[src/rtl/reorder_buffer.sv]
// AXI-style read reorder buffer: AR forwarded unchanged, R data parked per ID and
// replayed upstream in AR accept order. Optional macro: REORDER_BUFFER_DUP_ID_CHECK_EN.
module reorder_buffer #(
  parameter int DATA_WIDTH = 8
) (
  input  logic                  clk,
  input  logic                  rst_n,
  input  logic                  s_arvalid_i,
  output logic                  s_arready_o,
  input  logic [3:0]            s_arid_i,
  output logic                  s_rvalid_o,
  input  logic                  s_rready_i,
  output logic [DATA_WIDTH-1:0] s_rdata_o,
  output logic [3:0]            s_rid_o,
  output logic                  m_arvalid_o,
  input  logic                  m_arready_i,
  output logic [3:0]            m_arid_o,
  input  logic                  m_rvalid_i,
  output logic                  m_rready_o,
  input  logic [DATA_WIDTH-1:0] m_rdata_i,
  input  logic [3:0]            m_rid_i
);
  localparam int DEPTH = 16;

  logic [DEPTH-1:0][3:0]            ord_q;
  logic [DEPTH-1:0][DATA_WIDTH-1:0] data_q;
  logic [DEPTH-1:0]                 vld_q;
  logic [3:0]                       wr_ptr_q, rd_ptr_q, head;
  logic [4:0]                       cnt_q, cnt_d;
  logic                             full, empty, ar_stall, push, pop;

  assign full  = (cnt_q == 5'd16);
  assign empty = (cnt_q == 5'd0);

`ifdef REORDER_BUFFER_DUP_ID_CHECK_EN
  // One bit per ID currently sitting in the order FIFO.
  logic [DEPTH-1:0] out_q;
  assign ar_stall = full | out_q[s_arid_i];

  always_ff @(posedge clk or negedge rst_n) begin
    if (!rst_n) begin
      out_q <= '0;
    end else begin
      if (pop)  out_q[head]     <= 1'b0;
      if (push) out_q[s_arid_i] <= 1'b1;
    end
  end
`else
  assign ar_stall = full;
`endif

  assign m_arid_o    = s_arid_i;
  assign m_arvalid_o = s_arvalid_i & ~ar_stall;
  assign s_arready_o = m_arready_i & ~ar_stall;
  assign m_rready_o  = 1'b1;

  assign head       = ord_q[rd_ptr_q];
  assign s_rvalid_o = ~empty & vld_q[head];
  assign s_rid_o    = head;
  assign s_rdata_o  = data_q[head];

  assign push  = s_arvalid_i & s_arready_o;
  assign pop   = s_rvalid_o & s_rready_i;
  assign cnt_d = cnt_q + 5'(push) - 5'(pop);

  always_ff @(posedge clk or negedge rst_n) begin
    if (!rst_n) begin
      ord_q    <= '0;
      wr_ptr_q <= '0;
      rd_ptr_q <= '0;
      cnt_q    <= '0;
    end else begin
      if (push) begin
        ord_q[wr_ptr_q] <= s_arid_i;
        wr_ptr_q        <= wr_ptr_q + 4'd1;
      end
      if (pop) rd_ptr_q <= rd_ptr_q + 4'd1;
      cnt_q <= cnt_d;
    end
  end

  // Capture is unconditional: every outstanding ID owns its slot.
  always_ff @(posedge clk or negedge rst_n) begin
    if (!rst_n) begin
      data_q <= '0;
      vld_q  <= '0;
    end else begin
      for (int i = 0; i < DEPTH; i++) begin
        if (pop && head == 4'(i)) vld_q[i] <= 1'b0;
        if (m_rvalid_i && m_rid_i == 4'(i)) begin
          vld_q[i]  <= 1'b1;
          data_q[i] <= m_rdata_i;
        end
      end
    end
  end
endmodule

[config.mk]
export PLATFORM = sky130hd
export DESIGN_NAME = reorder_buffer
export DESIGN_NICKNAME = d
export VERILOG_FILES = /design/src/rtl/reorder_buffer.sv
export SDC_FILE = /design/constraint.sdc
export NUM_CORES = 1
export LEC_CHECK = 0
export ABC_AREA = 0
export CORE_MARGIN = 5
export CORE_UTILIZATION = 50
export DETAILED_ROUTE_END_ITERATION = 10
export PLACE_DENSITY_LB_ADDON = 0.1
export SETUP_SLACK_MARGIN = 0.3
export SYNTH_ARGS = -nofsm -noshare
export SYNTH_HDL_FRONTEND = slang
export SYNTH_SLANG_ARGS = --single-unit
[constraint.sdc]
create_clock -name clk -period 6.34 [get_ports clk]
set_input_delay 0.951 -clock clk [delete_from_list [all_inputs] [get_ports clk]]
set_output_delay 0.951 -clock clk [all_outputs]
set_load 0.01 [all_outputs]
**Word level (Yosys, flattened, before mapping)**

Cells that the tools add are included.

- Reductions and logical operators: 52
- Add/sub/neg operators: 4
- Muxes and demuxes: 41
- Magnitude comparators: 4
- Bitwise operators: 7
- Equality and inequality tests: 31

Operator list:

| kind | count |
|---|---|
| bitwise mux 64 bit | 1 |
| equality test 4 bit, second input constant | 16 |
| logical AND 1 bit | 33 |
| two-way mux 1 bit | 33 |
| binary-select mux 8 bit (select 4 bit) | 1 |
| equality test 4 x 3 -> 1 bit, second input constant | 8 |
| nonzero test 2 bit | 16 |
| binary-select mux 4 bit (select 4 bit) | 1 |
| demux 4 bit (select 4 bit) | 1 |
| equality test 4 x 2 -> 1 bit, second input constant | 4 |
| less-than comparator 4 x 5 -> 1 bit, second input constant | 3 |
| adder 4 x 1 -> 4 bit, second input constant | 2 |
| equality test 4 x 1 -> 1 bit, second input constant | 2 |
| logical NOT 4 bit | 2 |
| two-way mux 4 bit | 2 |
| two-way mux 8 bit | 1 |
| adder 5 x 1 -> 5 bit | 1 |
| AND 1 bit | 5 |
| equality test 5 bit, second input constant | 1 |
| logical NOT 5 bit | 1 |
| subtractor 5 x 1 -> 5 bit | 1 |
| binary-select mux 1 bit (select 4 bit) | 1 |
| greater-or-equal comparator 4 x 1 -> 1 bit, second input constant | 1 |
| inverter 1 bit | 2 |

- Input port bits: 22
- Output and inout port bits: 20
- Word-level logic and storage cells: 190
- Register bits: 221

**Logic depth before layout (Yosys ltp)**

- Word-level depth: 9
- Mapped depth: 18
- Mapped depth without buffers: 16

**Least setup slack after synthesis**

No wires, ideal clock.

- Path type: flip-flop to flip-flop
- Start: reg rd_ptr_q[0]
- End: reg cnt_q[4]
- Path buffers: 3
- Period minus slack after synthesis: 3.750 ns
- Library setup time: 0.125 ns
- Required time: 6.215 ns
- Cell stages (with the launch flop): 19
- Data arrival time: 3.625 ns
- Path slack: 2.590 ns
- Cell sequence: dfrtp_1 buf_6 buf_6 mux4_2 mux2i_4 buf_6 mux2_2 o211ai_1 o32ai_4 ha_1 inv_1 ha_1 inv_1 fa_1 inv_1 a21oi_1 nor2_1 nor2_1 xnor2_1

- Word-level cells in the longest chain between the ends: 7

Ends and longest elaborated chain:

| what | line | source |
|---|---|---|
| start, declared | 28 | `logic [3:0] wr_ptr_q, rd_ptr_q, head;` |
| start signal, assigned | 77 | `if (pop) rd_ptr_q <= rd_ptr_q + 4'd1;` |
| binary-select mux 4 bit (select 4 bit) | 57 | `assign head = ord_q[rd_ptr_q];` |
| two-way mux 4 bit (implied by the code) | 57 |  |
| binary-select mux 1 bit (select 4 bit) | 58 | `assign s_rvalid_o = ~empty & vld_q[head];` |
| two-way mux 1 bit (implied by the code) | 58 |  |
| AND 1 bit | 58 |  |
| AND 1 bit | 63 | `assign pop = s_rvalid_o & s_rready_i;` |
| net pop | 30 | `logic full, empty, ar_stall, push, pop;` |
| subtractor 5 x 1 -> 5 bit | 64 | `assign cnt_d = cnt_q + 5'(push) - 5'(pop);` |
| net cnt_d[4] | 29 | `logic [4:0] cnt_q, cnt_d;` |
| end signal, assigned | 78 | `cnt_q <= cnt_d;` |
| end, declared | 29 |  |

The timed path passes the listed nets, and every way through them passes these cells. The select of a mux whose other input is x is not followed.
A chain may end at the register's enable or synchronous reset.

**Final worst setup path**

- Start: reg rd_ptr_q[0]
- End: out s_rdata_o[0]

- Word-level cells in the longest chain between the ends: 4

Ends and longest elaborated chain:

| what | line | source |
|---|---|---|
| binary-select mux 4 bit (select 4 bit) | 57 |  |
| two-way mux 4 bit (implied by the code) | 57 |  |
| binary-select mux 8 bit (select 4 bit) | 60 | `assign s_rdata_o = data_q[head];` |
| two-way mux 8 bit (implied by the code) | 60 |  |
| end, declared | 13 | `output logic [DATA_WIDTH-1:0] s_rdata_o,` |

No other way between the ends. The select of a mux whose other input is x is not followed.

==> impl_summary.md <==
STA
The sum of negative setup slack is 0 ns. The setup clock skew after layout is 0.00951 ns. The worst path setup slack after routing is 0.869 ns. The final count of pins violating max slew is 0.

After layout, the minimum clock period comes to roughly 5.5 ns. The final-report setup violation count is 0. The post-route fraction of the period consumed by the critical path is about 86%.

The number of hold violations in the final report is 0. For the pin with the worst max-slew slack, the measured transition is 1.15 ns. The relative slew slack is around a quarter.

The top achievable clock speed is between 150 and 200 MHz. Setup repair after global routing left no endpoint under its margin.

GRT
The initial antenna violation count is 0. The total global routing overflow is 0. The number of global-route vias before repair is 7214.

For this run, the total global-route usage over all layers was measured as around a fifth. Entering global routing, the biggest net connects 90 pins. The first global-routing pass estimated 40300 µm of wire.

Cells and area
The post-layout instance count excluding filler cells is between 1000 and 1500. The final net count is 908. The number of antenna diodes in the final layout is 0. The area growth from synthesis to layout is 12.3%. Cells with a size suffix above 1 make up 30.9% of the layout.

Detailed routing
The number of routed nets with antenna violations is 0. The routed design has ~25000 µm of wire. The detail-routed net length per standard cell is 21.2 µm. The detailed router placed 6820 vias in this run. The post-detailed-route via-to-cell ratio is 5.85. The first-iteration detailed-routing DRC count is 397. The first detailed-routing pass ran for 5 iterations. In the routed design, unresolved DRC markers number 0.

CTS
The number of H-tree branching levels is 1. The tree is rooted in a clkbuf_16. The number of gates resized after CTS is 0.

The TritonCTS clock tree is yes. The largest buffer count on any clock path is 3. Buffers inserted to repair hold after CTS numbered 0. In this run the post-CTS setup repair buffer count came out at 0. Counting every sink on the clock net gives around 220. TritonCTS created 25 clock buffers. The clock input transition at the sequential cells of the worst setup and hold paths is 0.06 ns.

The later pin in the worst-skew pair is clocked with a latency of 0.52 ns.

Floorplan
The floorplan has 53 rows. The initial utilization of the core area, before any placement, comes to 50.8%. For this design the top-level I/O count stands at 42. The die footprint is roughly 24000 µm². The floorplan step set the die height to 156 µm. The overall die width is 156 µm.

The core footprint is 21100 µm².

Status
The flow ran to the end, and the final reports show no timing, DRC or antenna violations.

Setup path
The element type at the critical path end is an output pin. The type of the worst setup path is reg2out. The reg-to-reg critical path startpoint is rd_ptr_q[0]$_DFFE_PN0P_. For the worst setup path, the data required time is 5.39 ns.

The maximum fanout along the worst path is 45. For the worst setup path, the data arrival time is about 4.5 ns. The critical path starts at rd_ptr_q[0]$_DFFE_PN0P_. The startpoint type of the worst setup path is a flop.

Synth
When the netlist entered floorplanning its net count stood at 892. The sequential element share of the synthesized area is 51.6%. The flip-flop and latch count after synthesis is around 220. The share of synthesized area spent on multiplexers is around 28%. The synthesized area per cell is 12.5 µm². In this run, synthesis inferred 0 flip-flops with an integrated enable. Summing the areas of all xor and xnor instances in the mapped netlist gives 0.817% of the synthesized area. The most used flip-flop cell after synthesis is dfrtp_1. Summing every instance area after synthesis gives 10700 µm².

The number of warnings issued by yosys is 0. By area, the combinational part of the netlist is dominated by multiplexers. The number of different library cells in the post-synthesis netlist is 47.

The synthesized netlist devotes under 10% of its cell area to adder and majority cells. Summing the areas of all compound-gate instances in the mapped netlist gives 6.32% of the synthesized area. Synthesis handed over a netlist of 858 instances. The share of async-settable or async-resettable flops after synthesis is 100%. The synthesized netlist devotes 8.79% of its cell area to simple gates.

Place
The placer congestion estimate is around 0.81. In this run the tool buffered the top-level ports with 40 buffer cells. The number of placed instances with taps included is roughly 1100. Timing analysis after detailed placement gives a worst setup slack of 1.31 ns.

The HPWL after detailed placement is 16300 µm.

Hold path
The min-delay analysis places its worst path in the category in2async.

Power and ir drop
The maximum vdd ir drop is 0.000338 V. The total power per unit cell area is 604 nW/µm². The analysis attributes to cell leakage a power of between 5 and 6 nW.

Flow run
The max-capacitance violation count is 0.
## metal layers
metal / wire length [µm] / global-route usage [%] / part of all wire (%)
met2: 12400 / 35.4 / 50
met3: 989 / 2.93 / 4.0
met5: 0 / 0 / 0
met4: 637 / 5.58 / 2.6
met1: 10700 / 27.9 / 43
## state kept, by name, indices dropped and copies added (netlist names)
| signal | count |
|---|---|
| vld_q | 16 |
| wr_ptr_q | 4 |
| cnt_q | 5 |
| ord_q | 64 |
| data_q | 128 |
| rd_ptr_q | 4 |
## logic make-up (layout without fill, tap and decap cells)
group / count (synthesis) / after routing
mux: 239 / 239
flops: 221 / 221
simple gates: 198 / 198
compound gates: 100 / 100
buf+inv: 77 / 109
fa+ha+maj: 12 / 12
xor+xnor: 10 / 10
other cells: 1 / 1
## cells in the final DEF, fill, tap and decap left out, drive strengths merged, types with 2 or more instances in the layout
| cell | instances |
|---|---|
| o211ai | 2 |
| nand3b | 3 |
| nand2 | 90 |
| dfrtp | 221 |
| or3 | 3 |
| o21ai | 26 |
| a21o | 3 |
| inv | 18 |
| clkinv | 3 |
| clkbuf | 39 |
| xnor2 | 8 |
| buf | 9 |
| and2 | 34 |
| nor2b | 11 |
| ha | 11 |
| mux2 | 199 |
| nor3b | 2 |
| a211oi | 32 |
| or2 | 2 |
| xor2 | 2 |
| clkdlybuf4s50 | 39 |
| nand2b | 7 |
| mux2i | 15 |
| a21oi | 2 |
| nand3 | 6 |
| nor3 | 4 |
| mux4 | 25 |
| nor2 | 30 |
| nand4 | 3 |
| a31oi | 32 |
## final timing paths
| check | cells past startpoint | slack (ns) | to |
|---|---|---|---|
| max | 9 | 0.87 | s_rdata_o[0] |
| min | 1 | 0.43 | data_q[112]$_DFFE_PN0P_ |
| max reg2reg | 17 | 1.41 | cnt_q[4]$_DFF_PN0_ |
| min reg2reg | 1 | 0.48 | vld_q[3]$_DFFE_PN0P_ |
| max in group asynchronous | 2 | 4.45 | data_q[2]$_DFFE_PN0P_ |
| min in group clk | 1 | 0.48 | vld_q[3]$_DFFE_PN0P_ |
## critical path: stages, from the launching register on
cell             delay, ns
dfrtp_1               0.79
buf_4                 0.29
mux4_2                0.62
mux2i_4               0.20
inv_2                 0.34
buf_4                 0.35
a211oi_1              0.25
a31oi_1               0.09
mux4_2                0.51
clkdlybuf4s50_1       0.52
## stage by stage
stage                     total power (W)  hold WS [ns]  cell area (µm²)  utilization [%]
after global routing              0.00776         0.481            12000             57.1
final                             0.00727         0.428            12000             57.1
after CTS                         0.00733         0.451            12000             57.1
after detailed placement          0.00592         0.468            11200             53.3
after floorplan                   0.00474         0.444            10700                -
after global placement            0.00581         0.459            11200             53.3
## final cells by class
type                            instances  area (µm²)
Clock inverter                          4        48.8
Fill cell                            1685        9050
Timing Repair Buffer                   48         465
Sequential cell                       221        5530
Inverter                               18        67.6
Multi-Input combinational cell        560        4830
Tap cell                              275         344
Clock buffer                           39         748
## cells in the mapped netlist (14+ instances only)
master	n	area share, %
a31oi_1	32	1.9
and2_1	34	2.0
nor2_1	30	1.1
a211oi_1	32	2.2
mux2_2	198	21
mux4_2	25	5.3
mux2i_1	14	1.3
clkbuf_1	36	1.3
o21ai_0	16	0.75
nand2_1	90	3.2
inv_1	16	0.56
dfrtp_1	221	52
## power breakdown
part | switching, W | total (W) | internal [W]
Clock | 0.000551 | 0.00140 | 0.000844
Sequential | 0.000324 | 0.00219 | 0.00187
Combinational | 0.00191 | 0.00368 | 0.00177
Total | 0.00278 | 0.00727 | 0.00449
No activity file was read; power rests on OpenSTA's default activity.
